[src/rtl/flash_fetch_pkg.sv]
// Shared state encoding and constants for the flash burst fetcher.
// The dump base address is where the top-level controller starts a full flash dump.
package flash_fetch_pkg;

    localparam int ADDR_W_DEF = 24;
    localparam int LEN_W_DEF  = 16;

    localparam logic [23:0] DUMP_BASE_ADDR = 24'h400000;

    typedef enum logic [2:0] {
        ST_IDLE,
        ST_ISSUE,
        ST_WAIT,
        ST_DRAIN,
        ST_ABORTING
    } fetch_state_e;

endpackage

[src/rtl/flash_burst_fetcher_if.sv]
// Bus bundle for the fetcher: the read port toward dspi_flash_reader and the
// byte stream toward the UART transmitter. The fetcher is the master side.
interface flash_burst_fetcher_if
    import flash_fetch_pkg::*;
#(
    parameter int ADDR_W = ADDR_W_DEF
) ();

    logic              rd_read;
    logic [ADDR_W-1:0] rd_addr;
    logic              rd_ready;
    logic [7:0]        rd_data;

    logic              out_valid;
    logic [7:0]        out_data;
    logic              out_ready;

    modport master (
        output rd_read, rd_addr, out_valid, out_data,
        input  rd_ready, rd_data, out_ready
    );

    modport slave (
        input  rd_read, rd_addr, out_valid, out_data,
        output rd_ready, rd_data, out_ready
    );

endinterface

[src/rtl/flash_burst_fetcher_byte_fifo.sv]
// First-word-fall-through byte FIFO with flush and occupancy output.
// Flush has priority over a simultaneous push or pop.
module byte_fifo #(
    parameter int DEPTH = 16,
    parameter int WIDTH = 8
) (
    input  logic                   clk,
    input  logic                   rst,
    input  logic                   push,
    input  logic [WIDTH-1:0]       push_data,
    input  logic                   pop,
    input  logic                   flush,
    output logic                   pop_valid,
    output logic [WIDTH-1:0]       pop_data,
    output logic [$clog2(DEPTH):0] level
);

    localparam int PTR_W = $clog2(DEPTH);
    localparam int LVL_W = PTR_W + 1;

    logic [WIDTH-1:0] mem_q [DEPTH];
    logic [WIDTH-1:0] mem_d [DEPTH];
    logic [PTR_W-1:0] wr_ptr_q, wr_ptr_d;
    logic [PTR_W-1:0] rd_ptr_q, rd_ptr_d;
    logic [LVL_W-1:0] count_q, count_d;
    logic             do_pop;
    logic             full;

    assign full      = (count_q == LVL_W'(DEPTH));
    assign pop_valid = (count_q != '0);
    assign pop_data  = mem_q[rd_ptr_q];
    assign level     = count_q;
    assign do_pop    = pop && pop_valid;

    always_comb begin
        mem_d    = mem_q;
        wr_ptr_d = wr_ptr_q;
        rd_ptr_d = rd_ptr_q;
        count_d  = count_q;
        if (flush) begin
            wr_ptr_d = '0;
            rd_ptr_d = '0;
            count_d  = '0;
        end else begin
            if (push) begin
                mem_d[wr_ptr_q] = push_data;
                wr_ptr_d        = wr_ptr_q + PTR_W'(1);
            end
            if (do_pop) begin
                rd_ptr_d = rd_ptr_q + PTR_W'(1);
            end
            case ({push, do_pop})
                2'b10:   count_d = count_q + LVL_W'(1);
                2'b01:   count_d = count_q - LVL_W'(1);
                default: count_d = count_q;
            endcase
        end
    end

    always_ff @(posedge clk) begin
        if (rst) begin
            wr_ptr_q <= '0;
            rd_ptr_q <= '0;
            count_q  <= '0;
        end else begin
            wr_ptr_q <= wr_ptr_d;
            rd_ptr_q <= rd_ptr_d;
            count_q  <= count_d;
        end
    end

    // Storage needs no reset: nothing is readable until the count says so.
    always_ff @(posedge clk) begin
        mem_q <= mem_d;
    end

    // Room is reserved before a read is issued, so a full FIFO never sees a push.
    assert property (@(posedge clk) disable iff (rst) !(push && full));

endmodule

[src/rtl/flash_burst_fetcher.sv]
// Issues single-byte reads to the flash reader for a whole burst and buffers the
// returned bytes so a slow UART consumer can drain them as a valid/ready stream.
module flash_burst_fetcher
    import flash_fetch_pkg::*;
#(
    parameter int DEPTH  = 16,
    parameter int ADDR_W = ADDR_W_DEF,
    parameter int LEN_W  = LEN_W_DEF
) (
    input  logic                   clk,
    input  logic                   rst,
    input  logic                   start,
    input  logic [ADDR_W-1:0]      start_addr,
    input  logic [LEN_W-1:0]       length,
    input  logic                   abort,
    output logic                   busy,
    output logic                   done,
    output logic [$clog2(DEPTH):0] level,
    flash_burst_fetcher_if.master  bus
);

    localparam int LVL_W = $clog2(DEPTH) + 1;

    fetch_state_e      state_q, state_d;
    logic              busy_q, busy_d;
    logic              done_q, done_d;
    logic              rd_read_q, rd_read_d;
    logic [ADDR_W-1:0] rd_addr_q, rd_addr_d;
    logic [ADDR_W-1:0] cur_addr_q, cur_addr_d;
    logic [LEN_W-1:0]  remaining_q, remaining_d;

    logic              fifo_push;
    logic              fifo_pop;
    logic              fifo_flush;
    logic              fifo_valid;
    logic [7:0]        fifo_data;

    assign busy          = busy_q;
    assign done          = done_q;
    assign bus.rd_read   = rd_read_q;
    assign bus.rd_addr   = rd_addr_q;
    assign bus.out_valid = fifo_valid;
    assign bus.out_data  = fifo_data;
    assign fifo_pop      = fifo_valid && bus.out_ready;

    always_comb begin
        state_d     = state_q;
        busy_d      = busy_q;
        done_d      = 1'b0;
        rd_read_d   = 1'b0;
        rd_addr_d   = rd_addr_q;
        cur_addr_d  = cur_addr_q;
        remaining_d = remaining_q;
        fifo_push   = 1'b0;
        fifo_flush  = 1'b0;

        unique case (state_q)
            ST_IDLE: begin
                if (start) begin
                    if (length != '0) begin
                        state_d     = ST_ISSUE;
                        busy_d      = 1'b1;
                        cur_addr_d  = start_addr;
                        remaining_d = length;
                    end else begin
                        done_d = 1'b1;
                    end
                end
            end
            ST_ISSUE: begin
                if (abort) begin
                    fifo_flush  = 1'b1;
                    busy_d      = 1'b0;
                    remaining_d = '0;
                    state_d     = ST_IDLE;
                end else if (level < LVL_W'(DEPTH)) begin
                    rd_read_d = 1'b1;
                    rd_addr_d = cur_addr_q;
                    state_d   = ST_WAIT;
                end
            end
            ST_WAIT: begin
                // An abort that coincides with the reply can finish right away.
                if (abort) begin
                    if (bus.rd_ready) begin
                        fifo_flush  = 1'b1;
                        busy_d      = 1'b0;
                        remaining_d = '0;
                        state_d     = ST_IDLE;
                    end else begin
                        state_d = ST_ABORTING;
                    end
                end else if (bus.rd_ready) begin
                    fifo_push   = 1'b1;
                    cur_addr_d  = cur_addr_q + ADDR_W'(1);
                    remaining_d = remaining_q - LEN_W'(1);
                    state_d     = (remaining_q == LEN_W'(1)) ? ST_DRAIN : ST_ISSUE;
                end
            end
            ST_DRAIN: begin
                if (abort) begin
                    fifo_flush = 1'b1;
                    busy_d     = 1'b0;
                    state_d    = ST_IDLE;
                end else if (level == '0) begin
                    done_d  = 1'b1;
                    busy_d  = 1'b0;
                    state_d = ST_IDLE;
                end
            end
            ST_ABORTING: begin
                if (bus.rd_ready) begin
                    fifo_flush  = 1'b1;
                    busy_d      = 1'b0;
                    remaining_d = '0;
                    state_d     = ST_IDLE;
                end
            end
            default: begin
                state_d = ST_IDLE;
                busy_d  = 1'b0;
            end
        endcase
    end

    always_ff @(posedge clk) begin
        if (rst) begin
            state_q     <= ST_IDLE;
            busy_q      <= 1'b0;
            done_q      <= 1'b0;
            rd_read_q   <= 1'b0;
            rd_addr_q   <= '0;
            cur_addr_q  <= '0;
            remaining_q <= '0;
        end else begin
            state_q     <= state_d;
            busy_q      <= busy_d;
            done_q      <= done_d;
            rd_read_q   <= rd_read_d;
            rd_addr_q   <= rd_addr_d;
            cur_addr_q  <= cur_addr_d;
            remaining_q <= remaining_d;
        end
    end

    byte_fifo #(
        .DEPTH (DEPTH),
        .WIDTH (8)
    ) u_fifo (
        .clk       (clk),
        .rst       (rst),
        .push      (fifo_push),
        .push_data (bus.rd_data),
        .pop       (fifo_pop),
        .flush     (fifo_flush),
        .pop_valid (fifo_valid),
        .pop_data  (fifo_data),
        .level     (level)
    );

endmodule

[src/flat_wrapper.sv]
// flat-port wrapper written by rule: the top's interface ports become plain ports
module flash_burst_fetcher_flat import flash_fetch_pkg::*;
#(
    parameter int DEPTH  = 16,
    parameter int ADDR_W = ADDR_W_DEF,
    parameter int LEN_W  = LEN_W_DEF
)
  (clk, rst, start, start_addr, length, abort, busy, done, level, bus_rd_read, bus_rd_addr, bus_out_valid, bus_out_data, bus_rd_ready, bus_rd_data, bus_out_ready);
  flash_burst_fetcher_if #(.ADDR_W(ADDR_W)) bus_i ();
  input  logic clk;
  input  logic rst;
  input  logic start;
  input  logic [ADDR_W-1:0] start_addr;
  input  logic [LEN_W-1:0] length;
  input  logic abort;
  output logic busy;
  output logic done;
  output logic [$clog2(DEPTH):0] level;
  output wire logic [$bits(bus_i.rd_read)-1:0] bus_rd_read;
  output wire logic [$bits(bus_i.rd_addr)-1:0] bus_rd_addr;
  output wire logic [$bits(bus_i.out_valid)-1:0] bus_out_valid;
  output wire logic [$bits(bus_i.out_data)-1:0] bus_out_data;
  input wire logic [$bits(bus_i.rd_ready)-1:0] bus_rd_ready;
  input wire logic [$bits(bus_i.rd_data)-1:0] bus_rd_data;
  input wire logic [$bits(bus_i.out_ready)-1:0] bus_out_ready;
  assign bus_rd_read = bus_i.rd_read;
  assign bus_rd_addr = bus_i.rd_addr;
  assign bus_out_valid = bus_i.out_valid;
  assign bus_out_data = bus_i.out_data;
  assign bus_i.rd_ready = bus_rd_ready;
  assign bus_i.rd_data = bus_rd_data;
  assign bus_i.out_ready = bus_out_ready;
  flash_burst_fetcher #(.DEPTH(DEPTH), .ADDR_W(ADDR_W), .LEN_W(LEN_W)) u_core (.clk(clk), .rst(rst), .start(start), .start_addr(start_addr), .length(length), .abort(abort), .busy(busy), .done(done), .level(level), .bus(bus_i));
endmodule
[config.mk]
export PLATFORM = sky130hd
export DESIGN_NAME = flash_burst_fetcher_flat
export DESIGN_NICKNAME = d
export VERILOG_FILES = /design/src/rtl/flash_fetch_pkg.sv /design/src/rtl/flash_burst_fetcher_if.sv /design/src/rtl/flash_burst_fetcher_byte_fifo.sv /design/src/rtl/flash_burst_fetcher.sv /design/src/flat_wrapper.sv
export SDC_FILE = /design/constraint.sdc
export NUM_CORES = 1
export LEC_CHECK = 0
export CAP_MARGIN = 10
export CORE_ASPECT_RATIO = 2
export CORE_UTILIZATION = 45
export CTS_CLUSTER_DIAMETER = 40
export DETAILED_ROUTE_END_ITERATION = 16
export PLACE_DENSITY_LB_ADDON = 0.15
export SYNTH_ARGS = -nofsm -noshare
export SYNTH_HDL_FRONTEND = slang
export SYNTH_SLANG_ARGS = --single-unit
[constraint.sdc]
create_clock -name clk -period 4.57 [get_ports clk]
set_clock_uncertainty 0.15 [all_clocks]
set_input_delay 0.914 -clock clk [delete_from_list [all_inputs] [get_ports clk]]
set_output_delay 0.914 -clock clk [all_outputs]
set_load 0.03 [all_outputs]
==> reports/qor.yml <==
numClockSinks: 211
synth_top_area_share_pct: 39.97
async_reset_ff_share_pct: 0
worstPathRequired_ns: 3.51
die_w_microns: 105.4
max_freq_mhz: 254.8
clk_pin_slew_ns: 0.06
hp-class: "register to register"
dp_hpwl_microns: 18230
syn-num-nets: 874
vias_per_cell: 5.969
tightest_slew_ns: 1.092
syn_area_sq_um: 9615
finalCriticalPeriod_ns: 3.925
max_slew_margin_pct: 26.54
wl_per_cell_microns: 21.55
grt_max_degree: 47
rows: 75
setup_violations: 0
cp_max_fo: 32
cts_buffers: 20
synth_edf_count: 128
port_buffers: 94
ys_types: 80
ctsHoldBuffers: 0
io_pins: 95
core_area_sq_um: 20930
layout.cells.non_filler: 1176
antenna_cells: 0
ir_worst_vdd_mv: 0.3404
ys_ff_latch: 211
grt_usage_pct: 23.42
hold_end: "u_core.bus.rd_addr[13]"
holdPathStages: 2
worstSetupPathType: "register to output port"
post_cts_buffers: 0
reg2reg_from: "u_core.state_q[1]"
fin_area_sq_um: 11590
placed_area_sq_um: 10890
drt_iter0_markers: 336
path_cells: "buf_4, mux4_2, mux4_2, clkdlybuf4s50_1"
yosys.area.top_type: "edfxtp_1"
tritoncts: "done"
yosys_warnings: 0
drv_slew: 0
initial_core_util_pct: 45.95
critPathCaptureType: "output port"
drc_errors: 0
max_stage_delay_ns: 0.64
syn_avg_cell_area_sq_um: 11.92
worstPathArrival_ns: 2.86
p_leak_nw: 3.794
rsz0062_at_grt: "false"
finalWirelength_microns: 25340
clock_latency_ns: 0.50
cpMostUsedCell: "mux4_2"
layout_common_cells: "edfxtp_1, nand2_1, clkdlybuf4s50_1, dfxtp_1, a21oi_1"
synthFlopType: "edfxtp_1"
antenna_found_initial: 0
gp_congestion: 0.8979
dr.pass1.iters: 5
min_from: "u_core.bus.rd_addr[13]"
dieArea_sq_um: 21990
grt_pass1_wl_microns: 39470
max_cap_violations: 0
h-tree-depth: 1
finalSetupTns_ns: 0
finalCritPeriodShare_pct: 85.89
synthTopCellsByArea: "edfxtp_1, dfxtp_1, mux4_2"
syn-instance-count: 807
nNetsFinal: 960
clockRootBuffer: "clkbuf_16"
cts_resized: 0
final_util_pct: 55.37
dr_total_vias: 7020
p_per_area_nw_per_um2: 363.9
dieHeight_microns: 208.7
final_common_cell: "edfxtp_1"
p_total_mw: 4.217
ant_nets: 0
yosysSeqAreaShare_pct: 57.25
hold_violations: 0
dp_cells: 1140
first_global_vias: 7342
r2r_cells: 11
clockBufferDepth: 3
overflow: 0
status: "complete, no violations"
r2r_end: "u_core.u_fifo.level[4]"
syn_to_final_growth_pct: 20.51
critPathSlowestCell: "clkdlybuf4s50_1"
drive_gt1_share_pct: 13.67
regToRegSetupSlack_ns: 1.17
start_kind: "register"
-- cells in the mapped netlist (4+ instances only) --
| cell | count |
|---|---|
| edfxtp_1 | 128 |
| a21o_1 | 6 |
| and3_1 | 9 |
| o22ai_1 | 4 |
| nand2b_1 | 5 |
| nor3_1 | 14 |
| nor2_1 | 52 |
| a22oi_1 | 4 |
| o311ai_0 | 7 |
| buf_1 | 8 |
| nor4_1 | 10 |
| inv_1 | 11 |
| and2_1 | 6 |
| o31ai_1 | 6 |
| dfxtp_1 | 83 |
| ha_1 | 12 |
| o21ai_0 | 25 |
| a211oi_1 | 4 |
| or4_1 | 4 |
| or3_1 | 4 |
| nor2b_1 | 4 |
| xnor2_1 | 6 |
| nand3b_1 | 5 |
| nand3_1 | 15 |
| clkbuf_1 | 35 |
| xor2_1 | 6 |
| nand2_1 | 96 |
| nand4_1 | 16 |
| a32o_1 | 4 |
| o21ai_1 | 10 |
| a31oi_1 | 11 |
| mux4_2 | 40 |
| buf_2 | 16 |
| a21oi_1 | 70 |
| o32ai_1 | 5 |
-- kinds of logic after synthesis --
| kind of cell | share of synthesized area, % |
|---|---|
| and+or+nand+nor | 14.24 |
| DFF | 57.25 |
| xor gates and xnor gates | 1.093 |
| muxes | 9.798 |
| buffers and inverters | 3.214 |
| adders and majority gates | 1.770 |
| AOI/OAI and AO/OA | 12.64 |
-- stage by stage --
stage | hold WS [ns] | setup WS, ns
final | 0.3044 | 0.6446
after floorplan | 0.2901 | 1.233
after global routing | 0.3279 | 0.5186
after global placement | 0.2966 | 0.7266
after CTS | 0.3090 | 0.5978
after detailed placement | 0.2985 | 0.6502
-- per-layer routing --
layer  wire (microns)  global-route usage, %  share of wire [%]
met5                0                      0                  0
met3              953                  2.682                3.8
met2            14940                  47.98                 59
met1             8199                  21.72                 32
met4             1246                  12.04                4.9
-- area by class of cell --
cell class                      instances  area [sq um]
Clock buffer                           24         546.8
Timing Repair Buffer                  126          1189
Fill cell                            1740          9339
Clock inverter                         12         153.9
Multi-Input combinational cell        522          3810
Sequential cell                       211          5507
Inverter                               12         45.04
Tap cell                              269         336.6
-- worst max-delay path, delay by kind of cell, from the launching register on --
kind	cells	cell delay, ns
flip-flops	1	0.39
buffers and inverters	2	1.08
multiplexers	2	0.89
-- where the power goes --
| part | internal [mW] | switching, mW | total, mW |
|---|---|---|---|
| registers | 2.05 | 0.0575 | 2.11 |
| clock network | 1.04 | 0.719 | 1.76 |
| logic | 0.146 | 0.206 | 0.351 |
-- worst max path at each step --
stage | start | to | slack, ns | depth (start not counted)
2_1_floorplan | abort | u_core.u_fifo.level[4] | 1.23 | 11
3_3_place_gp | abort | u_core.u_fifo.level[4] | 0.73 | 12
3_5_place_dp | abort | u_core.u_fifo.level[4] | 0.65 | 12
4_1_cts | u_core.u_fifo.rd_ptr_q[0] | bus_out_data[4] | 0.60 | 4
5_1_grt | u_core.u_fifo.rd_ptr_q[1] | bus_out_data[4] | 0.52 | 4
6_report | u_core.u_fifo.rd_ptr_q[1] | bus_out_data[4] | 0.64 | 4
-- flip-flops by register name (all words and copies together), names as in the netlist --
signal	count
u_core.u_fifo.mem_q	128
u_core.bus.rd_addr	24
u_core.cur_addr_q	24
u_core.remaining_q	16
u_core.u_fifo.level	5
u_core.u_fifo.rd_ptr_q	4
u_core.u_fifo.wr_ptr_q	4
u_core.state_q	3
u_core.bus.rd_read	1
u_core.busy	1
u_core.done	1
No activity file was read; power rests on OpenSTA's default activity.
